[src/rtl/pattern_detector_pkg.sv]
// Shared types and pattern helpers for the parametrised PRBS pattern detector.
package pattern_detector_pkg;

  typedef enum logic [1:0] {
    ST_IDLE  = 2'd0,
    ST_HUNT  = 2'd1,
    ST_CHECK = 2'd2,
    ST_DONE  = 2'd3
  } state_e;

  localparam logic [31:0] DEFAULT_PATTERN = 32'hABCDEF23;

  // Widest pattern the helper can slice: 16 words of up to 64 bits.
  localparam int unsigned MAX_PAT_BITS = 1024;

  // Word idx sits at the top of PATTERN for idx 0; the caller truncates to DATA_W.
  function automatic logic [MAX_PAT_BITS-1:0] pat_word(
    input logic [MAX_PAT_BITS-1:0] pattern,
    input int unsigned             data_w,
    input int unsigned             pat_words,
    input int unsigned             idx
  );
    return pattern >> (data_w * (pat_words - 1 - idx));
  endfunction

endpackage

[src/rtl/pd_sat_counter.sv]
// Saturating up-counter with synchronous clear and count enable.
module pd_sat_counter #(
  parameter int unsigned W = 8
) (
  input  logic         clk,
  input  logic         rst_n,
  input  logic         clr_i,
  input  logic         en_i,
  output logic [W-1:0] count_o
);

  logic [W-1:0] count_q;
  logic [W-1:0] count_d;

  // NOTE: count_d gets its default before any branch so no path leaves it unassigned and no latch is inferred.
  always_comb begin
    count_d = count_q;
    if (clr_i) begin
      count_d = '0;
    end else if (en_i && (count_q != '1)) begin
      count_d = count_q + W'(1);
    end
  end

  // NOTE: state registers use non-blocking assignments so every flop samples pre-edge values.
  always_ff @(posedge clk or negedge rst_n) begin
    if (!rst_n) begin
      count_q <= '0;
    end else begin
      count_q <= count_d;
    end
  end

  assign count_o = count_q;

endmodule

[src/rtl/pattern_detector_gen.sv]
// Checks a valid-qualified stream against PATTERN repeated n_detec times,
// with optional sync hunt, stop-on-error or error counting, and registered status.
module pattern_detector_gen
  import pattern_detector_pkg::*;
#(
  parameter int unsigned                  DATA_W      = 8,
  parameter int unsigned                  PAT_WORDS   = 4,
  parameter logic [DATA_W*PAT_WORDS-1:0]  PATTERN     = DEFAULT_PATTERN,
  parameter int unsigned                  REP_W       = 8,
  parameter bit                           STOP_ON_ERR = 1'b1,
  parameter bit                           SYNC_HUNT   = 1'b0,
  parameter int unsigned                  HUNT_MAX    = 255
) (
  input  logic              clk,
  input  logic              rst,
  input  logic              start,
  input  logic [REP_W-1:0]  n_detec,
  input  logic              in_valid,
  input  logic [DATA_W-1:0] in_data,
  output logic              busy,
  output logic              done,
  output logic              pattern_flag,
  output logic              timeout,
  output logic [REP_W-1:0]  err_cnt,
  output logic [REP_W-1:0]  rep_cnt
);

  localparam int unsigned IDX_W = (PAT_WORDS > 1) ? $clog2(PAT_WORDS) : 1;

  logic [DATA_W-1:0] pat_words [PAT_WORDS];

  for (genvar g = 0; g < PAT_WORDS; g++) begin : g_pat
    assign pat_words[g] = DATA_W'(pat_word(MAX_PAT_BITS'(PATTERN), DATA_W, PAT_WORDS, g));
  end

  state_e            state_q, state_d;
  logic [IDX_W-1:0]  idx_q, idx_d;
  logic [REP_W-1:0]  n_q;
  logic              busy_q, done_q, flag_q, flag_d, timeout_q, timeout_d;
  logic [REP_W-1:0]  hunt_cnt;

  logic start_acc;
  logic in_check, in_hunt;
  logic mism, last_word, hunt_hit, hunt_miss, hunt_to;
  logic err_en, rep_en, rep_done;

  assign start_acc = start && (state_q == ST_IDLE);
  assign in_check  = in_valid && (state_q == ST_CHECK);
  assign in_hunt   = in_valid && (state_q == ST_HUNT);

  assign last_word = (idx_q == IDX_W'(PAT_WORDS - 1));
  assign mism      = in_check && (in_data != pat_words[idx_q]);
  assign hunt_hit  = in_hunt && (in_data == pat_words[0]);
  assign hunt_miss = in_hunt && !hunt_hit;
  assign hunt_to   = hunt_miss && ((hunt_cnt + REP_W'(1)) == REP_W'(HUNT_MAX));

  // A repetition that ends on an aborting mismatch is partial and never counts.
  assign err_en   = mism;
  assign rep_en   = in_check && last_word && !(STOP_ON_ERR && mism);
  assign rep_done = rep_en && ((rep_cnt + REP_W'(1)) == n_q);

  pd_sat_counter #(.W(REP_W)) u_err_cnt (
    .clk     (clk),
    .rst_n   (rst),
    .clr_i   (start_acc),
    .en_i    (err_en),
    .count_o (err_cnt)
  );

  pd_sat_counter #(.W(REP_W)) u_rep_cnt (
    .clk     (clk),
    .rst_n   (rst),
    .clr_i   (start_acc),
    .en_i    (rep_en),
    .count_o (rep_cnt)
  );

  pd_sat_counter #(.W(REP_W)) u_hunt_cnt (
    .clk     (clk),
    .rst_n   (rst),
    .clr_i   (start_acc),
    .en_i    (hunt_miss),
    .count_o (hunt_cnt)
  );

  always_comb begin
    state_d   = state_q;
    idx_d     = idx_q;
    flag_d    = flag_q;
    timeout_d = timeout_q;
    unique case (state_q)
      ST_IDLE: begin
        if (start) begin
          idx_d     = '0;
          flag_d    = 1'b0;
          timeout_d = 1'b0;
          if (n_detec == '0) begin
            state_d = ST_DONE;
          end else if (SYNC_HUNT) begin
            state_d = ST_HUNT;
          end else begin
            state_d = ST_CHECK;
          end
        end
      end
      ST_HUNT: begin
        if (hunt_hit) begin
          state_d = ST_CHECK;
          idx_d   = IDX_W'(1);
        end else if (hunt_to) begin
          state_d   = ST_DONE;
          timeout_d = 1'b1;
        end
      end
      ST_CHECK: begin
        if (in_valid) begin
          idx_d = last_word ? '0 : idx_q + IDX_W'(1);
          if (rep_done) begin
            state_d = ST_DONE;
            // Counters update on this same edge, so judge the pass from pre-edge count plus this beat.
            flag_d  = !mism && (err_cnt == '0);
          end else if (STOP_ON_ERR && mism) begin
            state_d = ST_DONE;
          end
        end
      end
      ST_DONE: state_d = ST_IDLE;
      default: state_d = ST_IDLE;
    endcase
  end

  always_ff @(posedge clk or negedge rst) begin
    if (!rst) begin
      state_q   <= ST_IDLE;
      idx_q     <= '0;
      n_q       <= '0;
      busy_q    <= 1'b0;
      done_q    <= 1'b0;
      flag_q    <= 1'b0;
      timeout_q <= 1'b0;
    end else begin
      state_q   <= state_d;
      idx_q     <= idx_d;
      busy_q    <= (state_d != ST_IDLE);
      done_q    <= (state_d == ST_DONE);
      flag_q    <= flag_d;
      timeout_q <= timeout_d;
      if (start_acc) begin
        n_q <= n_detec;
      end
    end
  end

  assign busy         = busy_q;
  assign done         = done_q;
  assign pattern_flag = flag_q;
  assign timeout      = timeout_q;

endmodule

[config.mk]
export PLATFORM = sky130hd
export DESIGN_NAME = pattern_detector_gen
export DESIGN_NICKNAME = d
export VERILOG_FILES = /design/src/rtl/pattern_detector_pkg.sv /design/src/rtl/pd_sat_counter.sv /design/src/rtl/pattern_detector_gen.sv
export SDC_FILE = /design/constraint.sdc
export NUM_CORES = 1
export LEC_CHECK = 0
export BUFFER_PORTS_ARGS = -buffer_cell sky130_fd_sc_hd__buf_2
export CAP_MARGIN = 20
export CORE_UTILIZATION = 45
export DETAILED_ROUTE_END_ITERATION = 16
export MAX_ROUTING_LAYER = met4
export PLACE_DENSITY = 0.74
export SLEW_MARGIN = 10
export SYNTH_ARGS = -nofsm -noshare
export SYNTH_HDL_FRONTEND = slang
export SYNTH_SLANG_ARGS = --single-unit
[constraint.sdc]
create_clock -name clk -period 4.4 [get_ports clk]
set_input_delay 0.66 -clock clk [delete_from_list [all_inputs] [get_ports clk]]
set_output_delay 0.66 -clock clk [all_outputs]
set_load 0.01 [all_outputs]
==> flow_metrics.py, run 1 <==
metrics = {
    "yosys": {
        "synth.area.top_cells": "dfrtp_1 (39%), xor2_1 (6.6%), nor2_1 (5.6%), ha_1 (5.4%), xnor2_1 (3.8%)",
        "yosysWarnings": 0,
        "synth_async_sr_flop_share": 1.00,
        "ys_seq_area_frac": 0.395,
        "yosys.area.top_type": "dfrtp_1",
        "avgSynthCellArea_sq_um": 9.26,
        "ys_ff_latch": 40,
        "synth_flop_cell": "dfrtp_1",
        "synth-edff-count": 0,
        "yosys.area.top_type_share": 0.395,
        "yosys.cell_types.count": 52,
        "syn_area_sq_mm": 0.00254,
        "synthesis.nets": 305,
        "syn_inst": 274,
    },
    "worst_setup_path": {
        "critPathMaxFanout": 10,
        "crit_path_end_kind": "register",
        "crit_top_cell": "inv_1",
        "cp_slowest_stage_delay_ns": 0.44,
        "cp-start-kind": "register",
        "crit_slowest_cell": "or4_4",
        "path_class": "register to register",
        "path_cells": "inv_1 -> ha_1 -> inv_1 -> or3_1 -> or4_4 -> a2111oi_4 -> o21bai_1 -> a22o_1",
        "r2r_cells": 8,
        "r2r_slack_ns": 1.62,
        "reg2reg_to": "pattern_flag$_DFFE_PN0P_",
        "cp_data_arrival_time_ns": 2.96,
        "regToRegStartpoint": "state_q[0]$_DFF_PN0_",
        "required_ns": 4.59,
        "startpoint": "state_q[0]$_DFF_PN0_",
    },
    "global_route": {
        "grt_pass1_vias": 2057,
        "grt_max_degree": 41,
        "grt_pass1_wl_mm": 9.53,
        "antenna_found_initial": 0,
        "grt_use_total": 0.206,
        "globalRouteOverflowTotal": 0,
    },
    "detailed_routing": {
        "drc_errors": 0,
        "routed_wl_mm": 5.45,
        "drtIter0Drc": 141,
        "first_pass_iters": 4,
        "routed-via-count": 2109,
        "antenna_left": 0,
        "wl_per_cell_um": 14.3,
        "via_per_inst": 5.55,
    },
    "timing": {
        "skew_ns": 0.00798,
        "rsz0062_at_grt": "false",
        "fmax_mhz": 360,
        "worstMarginPinSlew_ns": 0.865,
        "final_hold_viol_count": 0,
        "layout_setup_ws_ns": 1.62,
        "fin_crit_ns": 2.78,
        "whs_ns": 0.471,
        "finalSetupTns_ns": 0,
        "period_share": 0.631,
        "slew_violations": 0,
        "slew_headroom": 0.424,
        "setup_viol": 0,
    },
    "die": {
        "io_pins": 40,
        "start_util": 0.481,
        "die_h_um": 77.1,
        "dieArea_sq_mm": 0.00594,
        "rows": 26,
        "core_area_sq_mm": 0.00527,
        "chipWidth_um": 77.1,
    },
    "finish": {
        "final_util": 0.545,
        "multiInputGateArea_sq_mm": 0.00144,
        "n_fill_cell": 498,
        "antenna_cells": 0,
        "instances_no_fill": 380,
        "fin_area_sq_mm": 0.00287,
        "seq_area_sq_mm": 0.00100,
        "nets": 340,
        "drive_gt1_frac": 0.206,
        "area_delta_synth_final_pct": 13.3,
    },
    "flow_run": {
        "max_cap_violations": 0,
    },
    "placed_design": {
        "portBuffers": 39,
        "dp_hpwl_mm": 3.93,
        "pre_cts_ws_ns": 1.60,
        "dpl-instance-area_sq_mm": 0.00278,
        "place_inst": 372,
        "gp_congestion": 0.856,
    },
    "clock_network": {
        "ctsResizeCount": 0,
        "cts_tree": "yes",
        "cts.sinks": 40,
        "post-cts-setup-buffers": 0,
        "htree_levels": 2,
        "clk_pin_slew_ns": 0.08,
        "clockBufferDepth": 2,
        "cts_buffers": 5,
        "clk_latency_ns": 0.29,
        "ctsHoldBuffers": 0,
        "cts_root_buffer": "clkbuf_8",
    },
    "power_and_ir_drop": {
        "p_total_mw": 1.29,
        "p_per_area_mw_per_mm2": 449,
        "peakVddDrop_mv": 0.269,
        "power.leakage_nw": 1.30,
    },
    "min_path": {
        "min_path_type": "input pin to async pin",
    },
    "status": {
        "status": "finished, final reports clean",
    },
}
[where the power goes]
| part | switching (mW) | total (mW) | internal [mW] |
|---|---|---|---|
| clock | 0.129 | 0.254 | 0.125 |
| sequential | 0.0661 | 0.510 | 0.444 |
| combinational | 0.297 | 0.525 | 0.228 |
| total | 0.492 | 1.29 | 0.797 |
[flip-flops by register name, indices dropped and copies added (netlist names), 2 cells and up]
register	flops
u_err_cnt.count_o	8
u_hunt_cnt.count_o	8
state_q	2
n_q	8
idx_q	2
u_rep_cnt.count_o	8
[synthesized netlist by cell type, drive strengths merged, types with 3 or more instances]
library cell  instances
dfrtp                40
nor2                 38
nand2                19
xor2                 19
nand4                15
ha                   11
inv                  11
nand3                11
xnor2                11
nor3                  9
clkbuf                8
mux2                  8
and3                  6
nor4                  6
buf                   5
o21ai                 5
a21oi                 4
nand2b                4
a21o                  3
or4                   3
[cells by family (layout without fill, tap and decap cells)]
kind of cell / after synthesis / after routing / share of synthesized area
AOI/OAI and AO/OA: 36 / 36 / 0.112
muxes: 9 / 9 / 0.0395
xor gates and xnor gates: 30 / 30 / 0.104
adders and majority gates: 11 / 11 / 0.0543
and+or+nand+nor: 124 / 124 / 0.258
buffers and inverters: 24 / 60 / 0.0375
DFF: 40 / 40 / 0.395
[cell usage in the layout (no fill, tap or decap), types with 8 or more instances in the layout]
cell type,instances
buf_2,39
dfrtp_1,40
ha_1,11
inv_1,11
mux2_2,8
nand2_1,19
nand3_1,11
nand4_1,15
nor2_1,38
nor3_1,9
xnor2_1,11
xor2_1,19
[final cells by class]
type,count,area share
well taps,70,0.0305
flip-flops and latches,40,0.348
clock inverters,2,0.00348
clock buffers,6,0.0287
multi-input cells,210,0.501
repair buffers,41,0.0732
inverters,11,0.0144
[layer usage]
layer  track usage  up-vias  wire (um)
li1              -     1040          -
met1         0.265     1017       2530
met2         0.329       46       2610
met3        0.0381        6        237
met4        0.0623        0         63
met5             -        -          0
[worst max path at each step]
stage | to | slack (ns)
6_report | pattern_flag$_DFFE_PN0P_ | 1.62
2_1_floorplan | pattern_flag$_DFFE_PN0P_ | 1.82
5_1_grt | u_rep_cnt.count_o[7]$_DFFE_PN0P_ | 1.42
3_3_place_gp | pattern_flag$_DFFE_PN0P_ | 1.64
4_1_cts | pattern_flag$_DFFE_PN0P_ | 1.62
3_5_place_dp | pattern_flag$_DFFE_PN0P_ | 1.60
[critical path, delay by kind of cell (launching register included)]
kind                     cells  cell delay (ns)
AO/OA/AOI/OAI                3             0.72
adder cells (fa/ha/maj)      1             0.40
flip-flops                   1             0.39
AND/OR/NAND/NOR              2             0.87
buffers and inverters        2             0.29
(Power assumes the default switching activity.)
==> inputs of run 2 (changes only) <==
==> constraint.sdc (replaced) <==
create_clock -name clk -period 2.6 [get_ports clk]
set_input_delay 0.39 -clock clk [delete_from_list [all_inputs] [get_ports clk]]
set_output_delay 0.39 -clock clk [all_outputs]
set_load 0.01 [all_outputs]
==> run 2 against run 1 <==
  * Combinational power grew 77%
  * Register-to-register slack worse by 1.5 ns
  * Flip-flop and latch count stayed put
  * Via count rose by 2.5%
  * Count of clock-buffer cells in the layout is the same
  * First-iteration DRC count grew 39%
  * Global-route usage increased by 0.49 points
  * Cell count rose by 2.1%
  * Power increased by 68%
  * Sequential power rose by 68%
  * Sequential share of layout area fell by 0.63 points
  * Critical path depth unchanged
  * Critical path type unchanged
==> flow_metrics.py, run 2 (synthesized netlist as in run 1, its figures left out) <==
metrics = {
    "status": {
        "status": "finished, final reports clean",
    },
    "power_and_ir_drop": {
        "p_per_area_mw_per_mm2": 742,
        "p_total_mw": 2.17,
        "power.leakage_nw": 1.34,
        "switching_power_uw": 821,
        "seq_power_share": 0.394,
        "internal-power_mw": 1.35,
        "switching_share": 0.378,
        "p_clk_frac": 0.179,
        "p_comb_frac": 0.427,
        "peakVddDrop_mv": 0.277,
    },
    "worst_setup_path": {
        "reg2reg_to": "busy$_DFF_PN0_",
        "regToRegStartpoint": "idx_q[0]$_DFFE_PN0P_",
        "required_ns": 2.76,
        "cp-start-kind": "register",
        "critPathMaxFanout": 3,
        "crit_path_end_kind": "register",
        "r2r_cells": 8,
        "r2r_slack_ns": 0.16,
        "cp_data_arrival_time_ns": 2.59,
        "path_class": "register to register",
    },
    "timing": {
        "finalSetupTns_ns": 0,
        "fin_crit_ns": 2.44,
        "rsz0062_at_grt": "false",
        "period_share": 0.937,
        "slew_headroom": 0.409,
        "skew_ns": 0.00785,
        "setup_viol": 0,
        "layout_setup_ws_ns": 0.164,
        "fmax_mhz": 411,
        "worstMarginPinSlew_ns": 0.886,
        "slew_violations": 0,
        "final_hold_viol_count": 0,
        "whs_ns": 0.218,
    },
    "placed_design": {
        "pre_cts_ws_ns": 0.0690,
        "dp_hpwl_mm": 3.97,
        "place_inst": 381,
        "portBuffers": 39,
        "dpl-instance-area_sq_mm": 0.00285,
        "gp_congestion": 0.878,
    },
    "clock_network": {
        "clk_pin_slew_ns": 0.08,
        "cts_buffers": 5,
        "htree_levels": 2,
        "cts_root_buffer": "clkbuf_8",
        "clk_latency_ns": 0.29,
        "cts_tree": "yes",
        "clockBufferDepth": 2,
        "cts.sinks": 40,
    },
    "detailed_routing": {
        "via_per_inst": 5.57,
        "routed-via-count": 2161,
        "routed_wl_mm": 5.48,
        "antenna_left": 0,
        "drtIter0Drc": 196,
        "first_pass_iters": 4,
        "drc_errors": 0,
        "wl_per_cell_um": 14.1,
    },
    "die": {
        "start_util": 0.481,
        "die_h_um": 77.1,
        "dieArea_sq_mm": 0.00594,
        "chipWidth_um": 77.1,
        "rows": 26,
        "io_pins": 40,
        "core_area_sq_mm": 0.00527,
    },
    "global_route": {
        "grt_pass1_vias": 2037,
        "grt_max_degree": 41,
        "grt_pass1_wl_mm": 9.76,
        "grt_use_total": 0.211,
        "globalRouteOverflowTotal": 0,
        "antenna_found_initial": 0,
    },
    "finish": {
        "nets": 349,
        "drive_gt1_frac": 0.223,
        "final_common_cell": "dfrtp_1",
        "antenna_cells": 0,
        "n_fill_cell": 502,
        "area_delta_synth_final_pct": 15.3,
        "layout_common_cells": "dfrtp_1 (40), buf_2 (39), nor2_1 (38)",
        "fin_area_sq_mm": 0.00293,
        "instances_no_fill": 388,
        "final_util": 0.555,
    },
    "min_path": {
        "min_path_type": "input pin to async pin",
    },
    "flow_run": {
        "max_cap_violations": 0,
    },
}
-- run 2: final cells by class --
type                       count  area (sq um)  share of cell area
tap                           70          87.6              0.0299
timing repair buffer          50           278              0.0950
inverter                      11          41.3              0.0141
sequential                    40          1000               0.342
clock inverter                 1          5.00             0.00171
multi-input combinational    210          1440               0.492
clock buffer                   6          72.6              0.0248
-- run 2: metal layers --
metal  wire length, um  share of wire  vias up  GRT usage
met1              2560           0.47     1028      0.280
met5                 0              0        -          -
met3               216          0.039        8     0.0357
met2              2600           0.47       62      0.329
li1                  -              -     1063          -
met4               101          0.018        0     0.0660
-- run 2: worst max path at each step --
stage                               from                  endpoint  slack, ns  cells past startpoint
floorplan           state_q[0]$_DFF_PN0_  pattern_flag$_DFFE_PN0P_       0.14                      9
global placement    idx_q[1]$_DFFE_PN0P_  pattern_flag$_DFFE_PN0P_       0.12                      7
detailed placement  idx_q[1]$_DFFE_PN0P_  pattern_flag$_DFFE_PN0P_       0.07                      7
CTS                 idx_q[1]$_DFFE_PN0P_  pattern_flag$_DFFE_PN0P_       0.06                      7
global route        idx_q[0]$_DFFE_PN0P_            busy$_DFF_PN0_       0.01                      8
finish              idx_q[0]$_DFFE_PN0P_            busy$_DFF_PN0_       0.16                      8
-- run 2: timing repair --
| item | in CTS | in global routing |
|---|---|---|
| gates resized for setup | 0 | 0 |
| endpoints found under the setup margin | 0 | 3 |
| buffers inserted | 0 | 0 |
| hold buffers | 0 | 0 |
-- run 2: power by group through the flow --
stage / Clock (mW) / Combinational (mW) / Sequential [mW]
after floorplan: 0 / 0.675 / 0.859
after global placement: 0 / 0.892 / 0.862
final: 0.388 / 0.927 / 0.855
after global routing: 0.435 / 1.05 / 0.881
after detailed placement: 0 / 0.920 / 0.868
after CTS: 0.406 / 0.930 / 0.856
-- run 2: critical path, stage by stage (launching register included) --
cell and delay (ns):
dfrtp_1 0.38, buf_4 0.14, ha_1 0.32, o21ai_0 0.08, nand4_1 0.18, o311a_1 0.41, a311o_1 0.29, nor3_1 0.38
o22ai_1 0.11
